`config.mk`:
```
export PLATFORM = sky130hd
export DESIGN_NAME = alu_share_arb_flat
export DESIGN_NICKNAME = d
export VERILOG_FILES = /design/src/rtl/alu_share_arb_if.sv /design/src/rtl/alu_share_arb.sv /design/src/flat_wrapper.sv
export SDC_FILE = /design/constraint.sdc
export NUM_CORES = 1
export LEC_CHECK = 0
export BUFFER_PORTS_ARGS = -buffer_cell sky130_fd_sc_hd__buf_2
export CAP_MARGIN = 10
export CORE_MARGIN = 3
export CORE_UTILIZATION = 35
export CTS_CLUSTER_DIAMETER = 30
export CTS_CLUSTER_SIZE = 24
export DETAILED_ROUTE_END_ITERATION = 6
export PLACE_DENSITY_LB_ADDON = 0.3
export SETUP_SLACK_MARGIN = 0.02
export SYNTH_ARGS = -nofsm -noshare
export SYNTH_HDL_FRONTEND = slang
export SYNTH_SLANG_ARGS = --single-unit
```
`constraint.sdc`:
```
create_clock -name clk -period 2.45 [get_ports clk]
set_clock_uncertainty 0.2 [all_clocks]
set_input_delay 0.49 -clock clk [delete_from_list [all_inputs] [get_ports clk]]
set_output_delay 0.49 -clock clk [all_outputs]
set_load 0.02 [all_outputs]
```
`src/rtl/alu_share_arb_if.sv`:
```
// Request/result bus between NREQ add/sub requesters, the result consumer and alu_share_arb.
// master: requesters and result consumer; slave: the arbiter.
interface alu_share_arb_if #(
    parameter int unsigned NREQ  = 3,
    parameter int unsigned PTR_W = 2
);
    logic [NREQ-1:0]   req_vld;
    logic [8*NREQ-1:0] req_a;
    logic [8*NREQ-1:0] req_b;
    logic [NREQ-1:0]   req_sub;
    logic [NREQ-1:0]   req_gnt;
    logic              res_vld;
    logic              res_rdy;
    logic [PTR_W-1:0]  res_id;
    logic [7:0]        res_sum;
    logic              res_ov;

    modport master (
        output req_vld, req_a, req_b, req_sub, res_rdy,
        input  req_gnt, res_vld, res_id, res_sum, res_ov
    );

    modport slave (
        input  req_vld, req_a, req_b, req_sub, res_rdy,
        output req_gnt, res_vld, res_id, res_sum, res_ov
    );
endinterface

```
`src/rtl/alu_share_arb.sv`:
```
// Round-robin arbiter sharing one 8-bit signed add/sub unit among NREQ requesters.
// Define ALU_SAT_EN to saturate res_sum on signed overflow instead of wrapping.
module alu_share_arb #(
    parameter int unsigned NREQ  = 3,
    parameter int unsigned PTR_W = 2
) (
    input  logic           clk,
    input  logic           rst_n,
    alu_share_arb_if.slave bus,
    output logic           busy
);
    typedef enum logic [1:0] {StIdle, StExec, StResp} state_e;

    state_e           state_q, state_d;
    logic [PTR_W-1:0] rr_ptr_q, rr_ptr_d;
    logic [PTR_W-1:0] id_q, id_d;
    logic [PTR_W-1:0] res_id_q, res_id_d;
    logic [7:0]       a_q, a_d, b_q, b_d;
    logic [7:0]       res_sum_q, res_sum_d;
    logic             sub_q, sub_d;
    logic             res_ov_q, res_ov_d;

    logic             found_hi, found_lo, found;
    logic [PTR_W-1:0] win_hi, win_lo, win_idx;
    logic [7:0]       b_eff, sum, sum_out;
    logic             ov;

    // Lowest requester at/above rr_ptr wins; otherwise lowest below it (wrap-around).
    always_comb begin
        found_hi = 1'b0;
        found_lo = 1'b0;
        win_hi   = '0;
        win_lo   = '0;
        for (int j = int'(NREQ) - 1; j >= 0; j--) begin
            if (bus.req_vld[j]) begin
                if (PTR_W'(j) >= rr_ptr_q) begin
                    found_hi = 1'b1;
                    win_hi   = PTR_W'(j);
                end else begin
                    found_lo = 1'b1;
                    win_lo   = PTR_W'(j);
                end
            end
        end
        found   = found_hi | found_lo;
        win_idx = found_hi ? win_hi : win_lo;
    end

    always_comb begin
        bus.req_gnt = '0;
        if (state_q == StIdle && found) begin
            for (int j = 0; j < int'(NREQ); j++) begin
                bus.req_gnt[j] = (win_idx == PTR_W'(j));
            end
        end
    end

    always_comb begin
        b_eff = sub_q ? ~b_q : b_q;
        sum   = a_q + b_eff + {7'd0, sub_q};
        ov    = (a_q[7] == b_eff[7]) && (sum[7] != a_q[7]);
`ifdef ALU_SAT_EN
        sum_out = ov ? (a_q[7] ? 8'h80 : 8'h7F) : sum;
`else
        sum_out = sum;
`endif
    end

    always_comb begin
        state_d   = state_q;
        rr_ptr_d  = rr_ptr_q;
        id_d      = id_q;
        a_d       = a_q;
        b_d       = b_q;
        sub_d     = sub_q;
        res_sum_d = res_sum_q;
        res_ov_d  = res_ov_q;
        res_id_d  = res_id_q;
        unique case (state_q)
            StIdle: begin
                if (found) begin
                    for (int j = 0; j < int'(NREQ); j++) begin
                        if (win_idx == PTR_W'(j)) begin
                            a_d   = bus.req_a[8*j +: 8];
                            b_d   = bus.req_b[8*j +: 8];
                            sub_d = bus.req_sub[j];
                        end
                    end
                    id_d     = win_idx;
                    rr_ptr_d = (win_idx == PTR_W'(NREQ - 1)) ? '0 : win_idx + PTR_W'(1);
                    state_d  = StExec;
                end
            end
            StExec: begin
                res_sum_d = sum_out;
                res_ov_d  = ov;
                res_id_d  = id_q;
                state_d   = StResp;
            end
            StResp: begin
                if (bus.res_rdy) begin
                    state_d = StIdle;
                end
            end
            default: state_d = StIdle;
        endcase
    end

    always_ff @(posedge clk or negedge rst_n) begin
        if (!rst_n) begin
            state_q   <= StIdle;
            rr_ptr_q  <= '0;
            id_q      <= '0;
            a_q       <= '0;
            b_q       <= '0;
            sub_q     <= 1'b0;
            res_sum_q <= '0;
            res_ov_q  <= 1'b0;
            res_id_q  <= '0;
        end else begin
            state_q   <= state_d;
            rr_ptr_q  <= rr_ptr_d;
            id_q      <= id_d;
            a_q       <= a_d;
            b_q       <= b_d;
            sub_q     <= sub_d;
            res_sum_q <= res_sum_d;
            res_ov_q  <= res_ov_d;
            res_id_q  <= res_id_d;
        end
    end

    assign bus.res_vld = (state_q == StResp);
    assign bus.res_sum = res_sum_q;
    assign bus.res_ov  = res_ov_q;
    assign bus.res_id  = res_id_q;
    assign busy        = (state_q != StIdle);
endmodule

```
`src/flat_wrapper.sv`:
```
// flat-port wrapper written by rule: the top's interface ports become plain ports
module alu_share_arb_flat 
#(
    parameter int unsigned NREQ  = 3,
    parameter int unsigned PTR_W = 2
)
  (clk, rst_n, busy, bus_req_vld, bus_req_a, bus_req_b, bus_req_sub, bus_res_rdy, bus_req_gnt, bus_res_vld, bus_res_id, bus_res_sum, bus_res_ov);
  alu_share_arb_if #(.NREQ(NREQ), .PTR_W(PTR_W)) bus_i ();
  input  logic clk;
  input  logic rst_n;
  output logic busy;
  input wire logic [$bits(bus_i.req_vld)-1:0] bus_req_vld;
  input wire logic [$bits(bus_i.req_a)-1:0] bus_req_a;
  input wire logic [$bits(bus_i.req_b)-1:0] bus_req_b;
  input wire logic [$bits(bus_i.req_sub)-1:0] bus_req_sub;
  input wire logic [$bits(bus_i.res_rdy)-1:0] bus_res_rdy;
  output wire logic [$bits(bus_i.req_gnt)-1:0] bus_req_gnt;
  output wire logic [$bits(bus_i.res_vld)-1:0] bus_res_vld;
  output wire logic [$bits(bus_i.res_id)-1:0] bus_res_id;
  output wire logic [$bits(bus_i.res_sum)-1:0] bus_res_sum;
  output wire logic [$bits(bus_i.res_ov)-1:0] bus_res_ov;
  assign bus_i.req_vld = bus_req_vld;
  assign bus_i.req_a = bus_req_a;
  assign bus_i.req_b = bus_req_b;
  assign bus_i.req_sub = bus_req_sub;
  assign bus_i.res_rdy = bus_res_rdy;
  assign bus_req_gnt = bus_i.req_gnt;
  assign bus_res_vld = bus_i.res_vld;
  assign bus_res_id = bus_i.res_id;
  assign bus_res_sum = bus_i.res_sum;
  assign bus_res_ov = bus_i.res_ov;
  alu_share_arb #(.NREQ(NREQ), .PTR_W(PTR_W)) u_core (.clk(clk), .rst_n(rst_n), .bus(bus_i), .busy(busy));
endmodule
```
# [Yosys cells after proc, flatten, opt, wreduce, memory -nomap -nowiden]
# Cells that the tools add are included.
[word_totals] reg_bits=34 word_cells=74
[op_classes] n_mux=40 reduce_logical=9 n_eq_ne=8 n_addsub=3 n_bitwise=2 n_lt_le_gt_ge=3
[op_table] cell="two-way mux 8 bit" count=7
[op_table] cell="two-way mux 2 bit" count=16
[op_table] cell="two-way mux 1 bit" count=15
[op_table] cell="adder 8 x 1 -> 8 bit" count=1
[op_table] cell="adder 8 bit" count=1
[op_table] cell="NOT 8 bit" count=1
[op_table] cell="one-hot mux 2 bit (3 select lines)" count=1
[op_table] cell="== test 2 x 1 -> 1 bit (second input constant)" count=2
[op_table] cell="== test 2 bit (second input constant)" count=2
[op_table] cell="greater-or-equal comparator 1 x 2 -> 1 bit (first input constant)" count=2
[op_table] cell="zero test 2 bit" count=2
[op_table] cell="AND reduction 2 bit" count=2
[op_table] cell="two-way mux 3 bit" count=1
[op_table] cell="AND reduction 3 bit" count=1
[op_table] cell="nonzero test 3 bit" count=1
[op_table] cell="adder 2 x 1 -> 2 bit (second input constant)" count=1
[op_table] cell="greater-or-equal comparator 2 bit (first input constant)" count=1
[op_table] cell="logical AND 1 bit" count=2
[op_table] cell="inequality test 2 x 1 -> 1 bit (second input constant)" count=1
[op_table] cell="inequality test 2 bit (second input constant)" count=1
[op_table] cell="nonzero test 2 bit" count=1
[op_table] cell="== test 1 bit" count=1
[op_table] cell="inequality test 1 bit" count=1
[op_table] cell="OR 1 bit" count=1

# [Longest topological paths before layout]
[logic_depth] word_depth=12 mapped_depth=8 mapped_depth_nobuf=7

# [Worst setup path after synthesis]
# OpenSTA, ideal clock, no wires.
[synth_path] path_kind="flip-flop to flip-flop" startpoint="reg u_core.sub_q" endpoint="reg u_core.res_sum_q[6] (netlist: u_core.bus.res_sum[6])" setup_slack_ps=281 setup_ps=136 t_arrival_ps=1833 stages_incl_launch_ff=9 period_less_slack_ps=2169 path_buffers=1 required_time_ps=2114 path_cell_list="dfrtp_1 buf_4 mux2_4 fa_1 a21oi_1 o31ai_1 a21oi_1 xor2_1 o21ai_0"
[synth_between] elab_chain_len=3
[synth_lines] element="start, declared" line="alu_share_arb.sv:20" source="logic sub_q, sub_d;"
[synth_lines] element="start signal, assigned" line="alu_share_arb.sv:126" source="sub_q <= sub_d;"
[synth_lines] element="two-way mux 8 bit" line="alu_share_arb.sv:59" source="b_eff = sub_q ? ~b_q : b_q;"
[synth_lines] element="adder 8 bit" line="alu_share_arb.sv:60" source="sum = a_q + b_eff + {7'd0, sub_q};"
[synth_lines] element="adder 8 x 1 -> 8 bit (*)" line="alu_share_arb.sv:60"
[synth_lines] element="end signal, assigned" line="alu_share_arb.sv:127" source="res_sum_q <= res_sum_d;"
[synth_lines] element="end, declared" line="alu_share_arb.sv:19" source="logic [7:0] res_sum_q, res_sum_d;"
# Mark *: on every way between the ends. The rest lies on a longest branch, timed or not.
# A chain may end at the register's enable or synchronous reset.

# [Final worst setup path]
[layout_path] startpoint="reg u_core.state_q[1]" endpoint="out bus_req_gnt[0]"
[layout_between] elab_chain_len=3
[layout_lines] element="start, declared" line="alu_share_arb.sv:14" source="state_e state_q, state_d;"
[layout_lines] element="start signal, assigned" line="alu_share_arb.sv:111" source="state_q <= StIdle;"
[layout_lines] element="start signal, assigned" line="alu_share_arb.sv:121" source="state_q <= state_d;"
[layout_lines] element="zero test 2 bit" line="alu_share_arb.sv:51" source="if (state_q == StIdle && found) begin"
[layout_lines] element="logical AND 1 bit" line="alu_share_arb.sv:51"
[layout_lines] element="two-way mux 3 bit" line="alu_share_arb.sv:51"
[layout_lines] element="end, declared" line="flat_wrapper.sv:17" source="output wire logic [$bits(bus_i.req_gnt)-1:0] bus_req_gnt;"
# No other way between the ends.

==> metrics.md <==
| Metric | Value |
|---|---|
| Seq cells post-synth | 34 |
| Worst-path maximum fanout | 8 |
| Nets@finish | 339 |
| ANT nets after route | 0 |
| Synth Area in Adders | under 10% |
| Sequential area share after synthesis | 39.7% |
| Critical path's largest stage delay | approximately 0.4 ns |
| Commonest non-fill, non-tap cell in the layout | buf_2 |
| Final hold viol count | 0 |
| CP Capture Type | primary output |
| Rows | 27 |
| Critical-path top delay cell | dfrtp_1 |
| Setup violators final | 0 |
| Initial antenna violation count | 0 |
| Compound-cell area share of the yosys netlist | 20.6% |
| Placed insts | roughly 340 |
| Ant. Diodes | 0 |
| YS warnings | 0 |
| Post-DR wirelength/cell | 14.1 um |
| Post-synthesis simple-gate area fraction | a little over an eighth |
| Die width | 84.2 um |
| Port Buffers | 72 |
| H-Tree Depth | 2 |
| Leading register cell type out of synthesis | dfrtp_1 |
| Number of synthesized flops with an enable pin | 0 |
| # IOs | 73 |
| DRC violations left | 0 |
| Worst-case clock buffer depth | 2 |
| Clock insertion delay at the later pin of the skew report | roughly 0.29 ns |
| Die Ht | 84.2 um |
| CP Cell Sequence | or2_1 -> or2_4 -> clkinv_4 -> and3_4 -> buf_2 |
| Mapped cell area | 2140 sq um |
| GR Util All Layers | 14.3% |
| Net count after synthesis | around 270 |
| Fmax | 0.429 GHz |
| Slew Limit Fails | 0 |
| Post-route insts no fill | 347 |
| Tcrit/Tclk final | 95.2% |
| CTS tree | yes |
| CP Launch Type | flop |
| Global-route wire length before repair | between 8 and 9 mm |
| XOR/XNOR Fraction of Synth Area | 5.72% |
| Grt ovf | 0 |
| Syn Area/Cell | about 11 sq um |
| Hold_ws | 0.0589 ns |
| Pre-antenna DRT Iters | 4 |
| Cells on worst reg2reg path | 7 |
| Via-to-Cell Ratio | slightly below 5 |
| Crit path arrival time | 1.64 ns |
| Synthesized instance count | approximately 200 |
| Post-synth cell types | 39 |
| RSZ-0062 raised after global routing | true |
| Worst slew pin tran | 0.743 ns |
| Vias in the first global route | 1,715 |
| Leak | between 1 and 1.5 nW |
| Multiplexer share of the synthesized area | 10.7% |
| Total number of vias | 1,714 |
| Outcome | complete, no violations |
| CTS Sinks | 34 |
| Kind of critical path | reg2out |
| Most frequent cells in the layout | buf_2 (72), nand2_1 (42), dfrtp_1 (33) |
| Clock slew at reported path FFs | 0.08 ns |
| CTS root buf | clkbuf_8 |
| Final min period | 2.33 ns |
| Setup TNS | 0 ns |
| Core outline area | 5710 sq um |
| Area share of the largest cell type after synthesis | 39.7% |
| Overall routed net length | 4.89 mm |
| Share of layout cells above drive strength 1 | 41.5% |
| Die area | 7090 sq um |
| Largest net degree at the start of global routing | 35 |
| Max_cap viols | 0 |
| Final HPWL DP | ~3.9 mm |
| Main combinational cell family by area after synthesis | compound AO/OA/AOI/OAI gates |
| TritonCTS Buffers | 5 |
| Asr flop ratio synth | 100% |
| Routability-driven placement congestion ratio | a little under 0.9 |
| Hold Path Class | in2async |
| Area leader, netlist | dfrtp_1 |
| Relative slew margins | slightly above 50% |
| Hold-fix buffers, CTS | 0 |
| Placed inst area | 2540 sq um |
| Drt first-iter violations | 97 |
| Starting Density | 37.5% |
| Peak VDD IR | 546 uV |
| Fin area | 2670 sq um |
| Syn-to-layout area delta | 24.7% |
| PnR Total Power | 4.19 mW |
| Top post-synthesis cells by area | dfrtp_1 (40%), o221ai_2 (9.1%), mux2i_1 (8.4%), nand2_1 (7.4%), ha_1 (4.1%) |
| Power per cell area | 1570 nW/um^2 |
| CP required | 1.76 ns |
## worst paths after layout
path | from | endpoint | slack (ns)
setup / recovery | u_core.state_q[1] | bus_req_gnt[0] | 0.12
setup reg to reg | u_core.sub_q | u_core.bus.res_sum[6] | 0.15
min in group clk | bus_res_rdy | u_core.state_q[1] | 0.19
max in group asynchronous | rst_n | u_core.sub_q | 1.47
hold reg to reg | u_core.bus.res_sum[3] | u_core.bus.res_sum[3] | 0.28
hold / removal | rst_n | u_core.b_q[4] | 0.06
## through the flow
stage / worst slack, ns / util (%)
finish: 0.118 / 46.8
global route: -0.0112 / 46.8
CTS: 0.0154 / 46.6
detailed placement: 0.0613 / 44.6
global placement: 0.150 / 44.6
floorplan: 0.281 / -
## area by class of cell
type / count / area [sq um]
well taps: 72 / 90.1
flip-flops and latches: 34 / 852
clock inverters: 3 / 45.0
inverters: 4 / 20.0
multi-input cells: 152 / 1200
repair buffers: 77 / 398
fillers: 556 / 3040
clock buffers: 5 / 68.8
## per-layer routing
metal	up-vias	routed length, um	track usage (%)
li1	860	-	-
met1	798	2230	19.4
met2	49	2310	22.2
met3	7	281	3.93
met4	0	69	4.39
met5	-	0	0
## critical path: cells and delay by family, from the launching register on
family                 cells  cell delay, ns
AND/OR/NAND/NOR            3            0.74
flip-flops                 1            0.39
buffers and inverters      2            0.22
## registers in the layout (all words and copies together) (netlist names)
| name | count |
|---|---|
| u_core.b_q | 8 |
| u_core.bus.res_sum | 8 |
| u_core.bus.res_id | 2 |
| u_core.a_q | 8 |
| u_core.id_q | 2 |
| u_core.rr_ptr_q | 2 |
| u_core.bus.res_ov | 1 |
| u_core.state_q | 2 |
| u_core.sub_q | 1 |
## synthesized netlist by cell type, types with 4 or more instances
cell and number:
a21o_1 5, a21oi_1 5, clkbuf_1 4, dfrtp_1 34, ha_1 7, mux2i_1 18, nand2_1 42, nand2b_1 4
nor2_1 4, o21ai_0 8, o221ai_1 4, o221ai_2 13, xnor2_1 6, xor2_1 8
## kinds of logic (layout without fill, tap and decap cells)
logic type	count (synthesis)	after routing
and+or+nand+nor	62	62
adders and majority gates	8	8
DFF	34	34
muxes	22	22
xor gates and xnor gates	14	14
AOI/OAI and AO/OA	46	46
buffers and inverters	17	89
## report_power, final
part	leakage, nW	total, mW	internal, mW	switching (mW)
clock	0.0504	0.521	0.303	0.218
sequential	0.421	1.05	0.844	0.207
combinational	0.888	2.62	1.16	1.46
total	1.36	4.19	2.31	1.88
## timing repair
item	CTS	global route
endpoints found under the hold margin	0	0
buffers inserted	0	0
setup endpoints to repair	1	7
resized for setup	1	4
cloned	0	0
No activity file was read; power rests on OpenSTA's default activity.
